$ cat src/rtl/pipe_stage_skid.sv
// Two-entry pipeline register with skid buffer: fully registered valid/ready
// handshake on both sides, in-order delivery, synchronous flush.
module pipe_stage_skid #(
  parameter int DATA_W = 32,
  parameter int RD_W   = 5,
  parameter int CTRL_W = 6
) (
  input  logic              clk,
  input  logic              rst,
  input  logic              flush,
  input  logic              in_valid,
  output logic              in_ready,
  input  logic [DATA_W-1:0] in_data,
  input  logic [RD_W-1:0]   in_rd,
  input  logic [CTRL_W-1:0] in_ctrl,
  output logic              out_valid,
  input  logic              out_ready,
  output logic [DATA_W-1:0] out_data,
  output logic [RD_W-1:0]   out_rd,
  output logic [CTRL_W-1:0] out_ctrl,
  output logic [1:0]        occupancy
);

  typedef enum logic [1:0] {
    EMPTY = 2'd0,
    ONE   = 2'd1,
    TWO   = 2'd2
  } state_t;

  typedef struct packed {
    logic [DATA_W-1:0] data;
    logic [RD_W-1:0]   rd;
    logic [CTRL_W-1:0] ctrl;
  } entry_t;

  state_t state, state_nxt;
  entry_t main_q, skid_q, in_entry;
  logic   accept, drain;

  assign in_entry = {in_data, in_rd, in_ctrl};

  // Handshakes use the state register directly; reset already holds every
  // flop, so the rst gating of in_ready is only needed on the port.
  assign accept = in_valid  && (state != TWO);
  assign drain  = out_ready && (state != EMPTY);

  // NOTE: sequential state uses non-blocking assignments so every flop
  // samples pre-edge values regardless of block ordering.
  always_ff @(posedge clk or negedge rst) begin
    if (!rst) state <= EMPTY;
    else      state <= state_nxt;
  end

  // NOTE: every output of a combinational block gets a default first so no
  // path through the case leaves a value unassigned and infers a latch.
  always_comb begin
    state_nxt = state;
    if (flush) begin
      state_nxt = EMPTY;
    end else begin
      case (state)
        EMPTY:   if (accept) state_nxt = ONE;
        ONE: begin
          if (accept && !drain)      state_nxt = TWO;
          else if (!accept && drain) state_nxt = EMPTY;
        end
        TWO:     if (drain) state_nxt = ONE;
        default: state_nxt = EMPTY;
      endcase
    end
  end

  always_comb begin
    in_ready  = 1'b0;
    out_valid = 1'b0;
    out_ctrl  = '0;
    occupancy = state;
    case (state)
      EMPTY: in_ready = rst;
      ONE: begin
        in_ready  = rst;
        out_valid = 1'b1;
        out_ctrl  = main_q.ctrl;
      end
      TWO: begin
        out_valid = 1'b1;
        out_ctrl  = main_q.ctrl;
      end
      default: ;
    endcase
  end

  // NOTE: the payload registers are reset too, because out_data/out_rd and
  // the skid contents must read zero while rst is low.
  always_ff @(posedge clk or negedge rst) begin
    if (!rst) begin
      main_q <= '0;
      skid_q <= '0;
    end else if (!flush) begin
      case (state)
        EMPTY: if (accept) main_q <= in_entry;
        ONE: begin
          if (accept && drain) main_q <= in_entry;
          else if (accept)     skid_q <= in_entry;
        end
        TWO:   if (drain) main_q <= skid_q;
        default: ;
      endcase
    end
  end

  // Payload holds its last value when the stage empties; only ctrl is masked.
  assign out_data = main_q.data;
  assign out_rd   = main_q.rd;

endmodule

$ cat config.mk
export PLATFORM = sky130hd
export DESIGN_NAME = pipe_stage_skid
export DESIGN_NICKNAME = d
export VERILOG_FILES = /design/src/rtl/pipe_stage_skid.sv
export SDC_FILE = /design/constraint.sdc
export NUM_CORES = 1
export LEC_CHECK = 0
export ABC_CLOCK_PERIOD_IN_PS = 5200
export CAP_MARGIN = 20
export CORE_ASPECT_RATIO = 0.6
export CORE_MARGIN = 5
export CORE_UTILIZATION = 30
export DETAILED_ROUTE_END_ITERATION = 10
export PLACE_DENSITY = 0.52
export REMOVE_ABC_BUFFERS = 1
export SLEW_MARGIN = 5
export SYNTH_ARGS = -nofsm -noshare
export SYNTH_HDL_FRONTEND = slang
export SYNTH_SLANG_ARGS = --single-unit
$ cat constraint.sdc
create_clock -name clk -period 5.2 [get_ports clk]
set_input_delay 0.78 -clock clk [delete_from_list [all_inputs] [get_ports clk]]
set_output_delay 0.78 -clock clk [all_outputs]
set_load 0.005 [all_outputs]
After elaboration in Yosys (flattened, before gate mapping):

Index checks and enable logic that the tools add are counted.

* reduce and logical (&&, ||, !) cells: 15
* bitwise logic cells: 2
* multiplexer cells: 13
* equal/unequal tests: 9

Operators with widths (count)
* 43-bit two-way mux: 3
* 43-bit one-hot mux with 3 select lines: 1
* 2-bit two-way mux: 5
* 2-bit != test (second input constant): 4
* 6-bit two-way mux: 1
* 3-bit != test (second input constant): 2
* 2-bit one-hot mux with 3 select lines: 1
* 1-bit logical AND: 5
* 5-bit AND reduction: 1
* 4-bit != test (second input constant): 1
* 4-bit AND reduction: 1
* 2-bit OR reduction: 2
* 3-bit AND reduction: 1
* 3-bit nonzero test: 1
* 2-bit by 1-bit == test with 1-bit output (second input constant): 1
* 2-bit == test (second input constant): 1
* 1-bit zero test: 2
* 2-bit zero test: 1
* 1-bit two-way mux: 2
* 1-bit inverter: 2
* 2-bit nonzero test: 1

* word-level logic and storage cells: 46
* output and inout port bits: 47
* flip-flop bits (word level): 88
* bits of input ports: 48

Depth between registers and ports, before layout:

Gate-level depths: netlist of the first run.

* depth in word-level cells: 8
* gate-level depth with buffers: 8
* mapped depth without buffers: 6

Least setup slack after synthesis of the first run:

OpenSTA, ideal clock, no wires.

* path type: input to register
* from: input port in_valid
* to: register skid_q[0] in the netlist's numbering
* stages: 5
* data arrival time: 1897 ps
* slack: 3178 ps
* buffers on the path: 1
* setup time: 125 ps
* cells stage by stage: and2b_2 > nand2_1 > nor3_2 > buf_4 > mux2_2

* longest elaborated chain between the ends: 4

Ends and longest elaborated chain
* from (decl): RTL line 11 `input logic in_valid,`
* 1-bit logical AND *: RTL line 44 `assign accept = in_valid && (state != TWO);`
* 1-bit logical AND: RTL line 103 `if (accept && drain) main_q <= in_entry;`
* 1-bit inverter (no line)
* 4-bit AND reduction (no line) *
* to (signal assigned): RTL line 104 `else if (accept) skid_q <= in_entry;`
* to (decl): RTL line 37 `entry_t main_q, skid_q, in_entry;`

Mark *: on every way between the ends. The rest lies on a longest branch, timed or not.
A chain may end at the register's enable or synchronous reset.

Worst setup path in the final report of the first run:

* from: register state[0] (netlist: occupancy[0])
* to: register main_q[0] in the netlist's numbering

* longest elaborated chain between the ends: 5
* elaborated cells between the ends (all ways): 14
* those cells by class: 6 x eq/ne; 1 x mux; 7 x reduce/logical

Ends and longest elaborated chain
* from (decl): RTL line 36 `state_t state, state_nxt;`
* from (signal assigned): RTL line 51 `else state <= state_nxt;`
* 2-bit != test / 2-bit nonzero test (equally long branches): RTL line 44, 45
* 1-bit logical AND, on equally long branches: RTL line 44, 45
* 1-bit logical AND: RTL line 103
* 2-bit != test (no line)
* 5-bit AND reduction (no line)
* to (signal assigned): RTL line 101 `EMPTY: if (accept) main_q <= in_entry;`
* to (signal assigned): RTL line 103
* to (signal assigned): RTL line 106 `TWO: if (drain) main_q <= skid_q;`
* to (decl): RTL line 37

Several ways; a longest one is shown, not always the timed one.

==> results of run 1 <==
[routing by layer]
| metal | vias up | track usage | wire, um |
|---|---|---|---|
| li1 | 1151 | - | - |
| met1 | 1233 | 0.165 | 5150 |
| met2 | 75 | 0.158 | 3940 |
| met3 | 11 | 0.0498 | 641 |
| met4 | 0 | 0.0330 | 115 |
| met5 | - | 0 | 0 |
[worst max-delay path: stages (launching register included)]
cell,delay [ns]
dfrtp_1,0.44
inv_1,0.13
ha_2,0.19
buf_4,0.54
a221o_2,0.61
buf_4,0.60
mux2_2,0.40
[logic make-up after synthesis]
family          share of synthesized area
mux                                 0.360
flops                               0.495
buf+inv                            0.0888
simple gates                       0.0261
compound gates                     0.0166
fa+ha+maj                          0.0140
[synth_stat cells]
master / instances / area, um2
a221o_1: 1 / 10.0
buf_6: 5 / 56.3
mux2_2: 89 / 1000
o21a_1: 1 / 7.51
or4_1: 1 / 7.51
nor3_2: 1 / 10.0
nand2_1: 4 / 15.0
dfrtp_1: 88 / 2200
mux2_4: 40 / 601
nand2b_1: 3 / 18.8
o21ai_0: 1 / 5.00
o221ai_1: 2 / 17.5
a221oi_1: 1 / 8.76
a32oi_1: 1 / 8.76
and2_1: 6 / 37.5
buf_2: 1 / 5.00
clkbuf_1: 4 / 15.0
and2b_1: 1 / 7.51
a22o_1: 1 / 8.76
ha_1: 5 / 62.6
a211oi_1: 1 / 7.51
buf_4: 41 / 308
nor2_1: 3 / 11.3
inv_1: 3 / 11.3
and2b_2: 1 / 8.76
[sequential cells by signal, indices dropped and copies added (netlist names)]
register and flops:
skid_q 43, out_data 32, main_q 6, out_rd 5, occupancy 2
[power breakdown]
group / internal, uW / switching, uW
Clock: 380 / 256
Combinational: 918 / 442
Sequential: 1030 / 203
[metrics by stage]
stage / std cells / setup slack, ns / hold slack (ns) / utilization
after floorplan: 254 / 0.969 / 0.471 / -
after global placement: 550 / 2.06 / 0.483 / 0.365
after CTS: 565 / 2.09 / 0.303 / 0.385
final: 565 / 2.14 / 0.310 / 0.385
after detailed placement: 550 / 2.05 / 0.489 / 0.365
after global routing: 565 / 2.00 / 0.317 / 0.385
[cell type report]
cell class,instances,share of cell area
sequential,88,0.394
multi-input combinational,163,0.334
timing repair buffer,98,0.173
tap,198,0.0444
clock buffer,11,0.0435
clock inverter,4,0.00807
inverter,3,0.00202
[cell usage in the layout (no fill, tap or decap)]
cell type	synthesis	routed
ha_1	5	4
and2_1	6	6
nand2_1	4	4
bufinv_16	0	1
clkinv_2	0	3
clkbuf_8	0	1
nor3_4	0	1
mux2_4	40	40
a221oi_1	1	1
or4_1	1	1
and2b_1	1	1
buf_4	41	5
clkdlybuf4s50_1	0	93
a22o_1	1	1
o21ai_0	1	1
dfrtp_1	88	88
nor2_1	3	3
clkbuf_16	0	9
clkbuf_1	4	1
inv_1	3	3
ha_2	0	1
a211oi_1	1	1
a32oi_1	1	1
a221o_2	0	1
nand2b_1	3	3
o21a_1	1	1
mux2_2	89	89
and2b_2	1	1
o221ai_1	2	2
[path summary, 6_finish.rpt]
| check | from | endpoint | slack, ns | cells past startpoint |
|---|---|---|---|---|
| hold reg to reg | main_q[2]$_DFFE_PN0P_ | main_q[2]$_DFFE_PN0P_ | 0.50 | 1 |
| setup reg to reg | occupancy[0]$_DFFE_PN0P_ | main_q[0]$_DFFE_PN0P_ | 2.14 | 6 |
| min in group clk | main_q[2]$_DFFE_PN0P_ | main_q[2]$_DFFE_PN0P_ | 0.50 | 1 |
| max in group asynchronous | rst | out_rd[3]$_DFFE_PN0P_ | 3.73 | 2 |
| setup / recovery | occupancy[0]$_DFFE_PN0P_ | main_q[0]$_DFFE_PN0P_ | 2.14 | 6 |
| hold / removal | rst | out_rd[0]$_DFFE_PN0P_ | 0.31 | 1 |
==> metrics.csv, run 1 <==
metric;value;unit
area of the multi-input gates;0.00187;mm2
Setup TNS;0;ns
row count;34;
crit end category;flop;
# clock sinks;88;
crit-path max FO;46;
RSZ-0062 raised after global routing;no;
Rel. slew slack;0.408;
nets;416;
initial core utilization;0.307;
Leak;0.00239;uW
post-synthesis sequential area ratio;0.495;
# fillers;1344;
Avg WL per Cell;17.4;um
core region area;0.0145;mm2
Clock Pin Slew Worst Setup and Hold Paths;0.06;ns
Clock Latency Late Sink;0.34;ns
vias in the first global route;2787;
Via density;4.37;
post-DP HPWL;6540;um
die footprint;0.0175;mm2
detailed router's first-iteration violation count;71;
Design Power;3230;uW
P&R area growth vs syn;25.4;%
vias;2470;
Reg area;0.00220;mm2
Power Dens Cells;579;mW/mm2
largest net degree at the start of global routing;71;
CTS tree;yes;
f_max;327;MHz
Final Wtd Congestion;0.692;
WL final;9850;um
CTS root buf;clkbuf_16;
IO Pins;95;
ANT nets after route;0;
Required @ worst endpoint;5.42;ns
Slew Limit Fails;0;
router iterations before antenna repair;6;
total grt overflow;0;
antenna violations before repair;0;
GRT Total Usage;0.116;
register bit total from synthesis;88;
Post-Layout Inst Area;0.00558;mm2
type of the most critical hold path;input port to async pin;
final hold viol count;0;
IO buf count;94;
Die Width;167;um
Worst EP arrival;3.28;ns
synthesized area;0.00445;mm2
die height;104;um
Post-DP Area;0.00530;mm2
outcome;finished, final reports clean;
Mapped Avg Cell Area;14.6;um2
WS Path Type;flop to flop;
share of layout cells above drive strength 1;0.414;
post-CTS setup buffers;0;
Final period util;0.588;
clock skew;0.00594;ns
post-synthesis cell count;305;
Synth warnings;0;
first-pass GRT wire length;15700;um
Final Setup Violations;0;
max-cap check violation count;0;
type of origin of the critical path;flop;
CTS Buffer Depth;2;
CTS Buf Count;9;
PostCTS Resize Cnt;0;
Distinct cells, synth;25;
VDD IR-drop max;0.000190;V
crit path time final;3.06;ns
Slew @ Worst Pin;0.887;ns
DR DRC count;0;
hold_buf cts;0;
diode count;0;
H-tree Lvls;3;
Note: power is estimated with default switching activity, not from simulation.
==> inputs of run 2 (changes only) <==
- ABC_CLOCK_PERIOD_IN_PS: 5200 -> 2970
- clock period: 5.2 -> 2.97 ns (I/O delays scaled with it)
==> run 2 against run 1 <==
  * Clock power increased by 93%
  * Final area grew 1.3%
  * Wire length decreased by 1.8%
  * Critical path depth shrank 2
  * Combinational power rose by 76%
  * Flip-flop and latch count stayed put
  * Hold slack worse by 0.30 ns
  * Critical path type is now flop to output pin
  * Largest power group unchanged
==> metrics.csv, run 2 (same netlist as run 1, synthesis figures left out) <==
metric;value;unit
detailed router's first-iteration violation count;68;
Gate power share;0.414;
ANT nets after route;0;
non-filler cells, final;567;
CTS root buf;clkbuf_16;
# clock sinks;88;
crit-path max FO;7;
Psw;1570;uW
Sw Share;0.272;
type of the most critical hold path;input port to async pin;
die height;104;um
area of the multi-input gates;0.00187;mm2
f_max;407;MHz
diode count;0;
r2r setup slk;0.73;ns
GRT Total Usage;0.113;
Power Internal;4220;uW
antenna violations before repair;0;
hold_buf cts;0;
clock skew;0.00885;ns
CTS Buffer Depth;2;
max reg flops;43;
Most flops, register;skid_q;
Slew Limit Fails;0;
router iterations before antenna repair;4;
PostCTS Resize Cnt;0;
Clock Pin Slew Worst Setup and Hold Paths;0.06;ns
Setup TNS;0;ns
crit path time final;2.46;ns
final hold viol count;0;
share of layout cells above drive strength 1;0.417;
max-cap check violation count;0;
Worst EP arrival;2.01;ns
hold_ws;0.0108;ns
core region area;0.0145;mm2
# fillers;1334;
Avg WL per Cell;17.0;um
type of origin of the critical path;flop;
Worst path slowest cell;clkdlybuf4s50_1;
H-tree Lvls;3;
Power Dens Cells;1020;mW/mm2
IO Pins;95;
Required @ worst endpoint;2.52;ns
CTS Buf Count;9;
RSZ-0062 raised after global routing;no;
vias;2513;
row count;34;
CTS tree;yes;
Clock Latency Late Sink;0.34;ns
Post-DP Area;0.00534;mm2
Placed Cells;552;
Final period util;0.828;
clock power share;0.213;
largest net degree at the start of global routing;48;
Worst Setup SP;occupancy[0]$_DFFE_PN0P_;
first-pass GRT wire length;15600;um
VDD IR-drop max;0.000354;V
vias in the first global route;2813;
Reg-to-Reg Start;occupancy[0]$_DFFE_PN0P_;
nets;418;
outcome;finished, final reports clean;
Final Setup Violations;0;
crit-path cells;inv_1 -> ha_1 -> and2_1 -> clkdlybuf4s50_1;
crit end category;output pin;
total grt overflow;0;
Final Wtd Congestion;0.761;
Via density;4.43;
Post-Layout Inst Area;0.00566;mm2
WL final;9660;um
Leak;0.00242;uW
initial core utilization;0.307;
commonest cells after routing, fill and taps aside;clkdlybuf4s50_1, mux2_2, dfrtp_1;
Rel. slew slack;0.595;
Reg area;0.00220;mm2
P&R area growth vs syn;27.0;%
R2R Path End;out_data[10]$_DFFE_PN0P_;
post-DP HPWL;6410;um
die footprint;0.0175;mm2
Slew @ Worst Pin;0.608;ns
DR DRC count;0;
WS Path Type;flop to output pin;
slowest cell delay on critical path;0.51;ns
IO buf count;94;
post-CTS setup buffers;0;
Die Width;167;um
sequential share of power;0.373;
Reg2Reg Depth;6;
most common cell after layout, fill and taps aside;clkdlybuf4s50_1;
-- run 2: worst max-delay path by stage --
stage	end	slack, ns	cells after the start
after CTS	out_ctrl[0]	0.46	4
after global routing	out_ctrl[0]	0.36	4
after global placement	out_data[30]$_DFFE_PN0P_	0.66	6
after detailed placement	out_data[8]$_DFFE_PN0P_	0.62	6
after floorplan	main_q[0]$_DFFE_PN0P_	-1.26	6
final	out_ctrl[0]	0.51	4
-- run 2: final cells by class --
class	instances	area share
clock buffer	12	0.0453
clock inverter	3	0.0115
inverter	3	0.00199
multi-input combinational	163	0.330
sequential	88	0.389
tap	198	0.0438
timing repair buffer	100	0.178
-- run 2: critical path, delay by kind of cell, from the launching register on --
kind | cells | cell delay (ns)
buffers and inverters | 2 | 0.62
and+or+nand+nor | 1 | 0.18
adders and majority gates | 1 | 0.45
DFF | 1 | 0.43
-- run 2: per-layer routing --
layer / part of all wire / global-route usage / vias up
met5: 0 / 0 / -
met4: 0.0075 / 0.0226 / 0
met3: 0.067 / 0.0486 / 7
met2: 0.42 / 0.159 / 78
met1: 0.51 / 0.163 / 1278
li1: - / - / 1150
-- run 2: power by group through the flow --
stage                     Combinational, uW  Clock, uW  Sequential, uW
after floorplan                        1430          0            2090
after global placement                 2380          0            2160
after detailed placement               2440          0            2170
after CTS                              2440       1270            2160
after global routing                   2590       1310            2240
final                                  2400       1230            2160
-- run 2: stage by stage --
stage / utilization / setup slack, ns / power [uW]
after floorplan: - / -1.26 / 3520
after global placement: 0.368 / 0.660 / 4540
after detailed placement: 0.368 / 0.623 / 4610
after CTS: 0.390 / 0.462 / 5880
after global routing: 0.390 / 0.364 / 6140
final: 0.390 / 0.511 / 5790
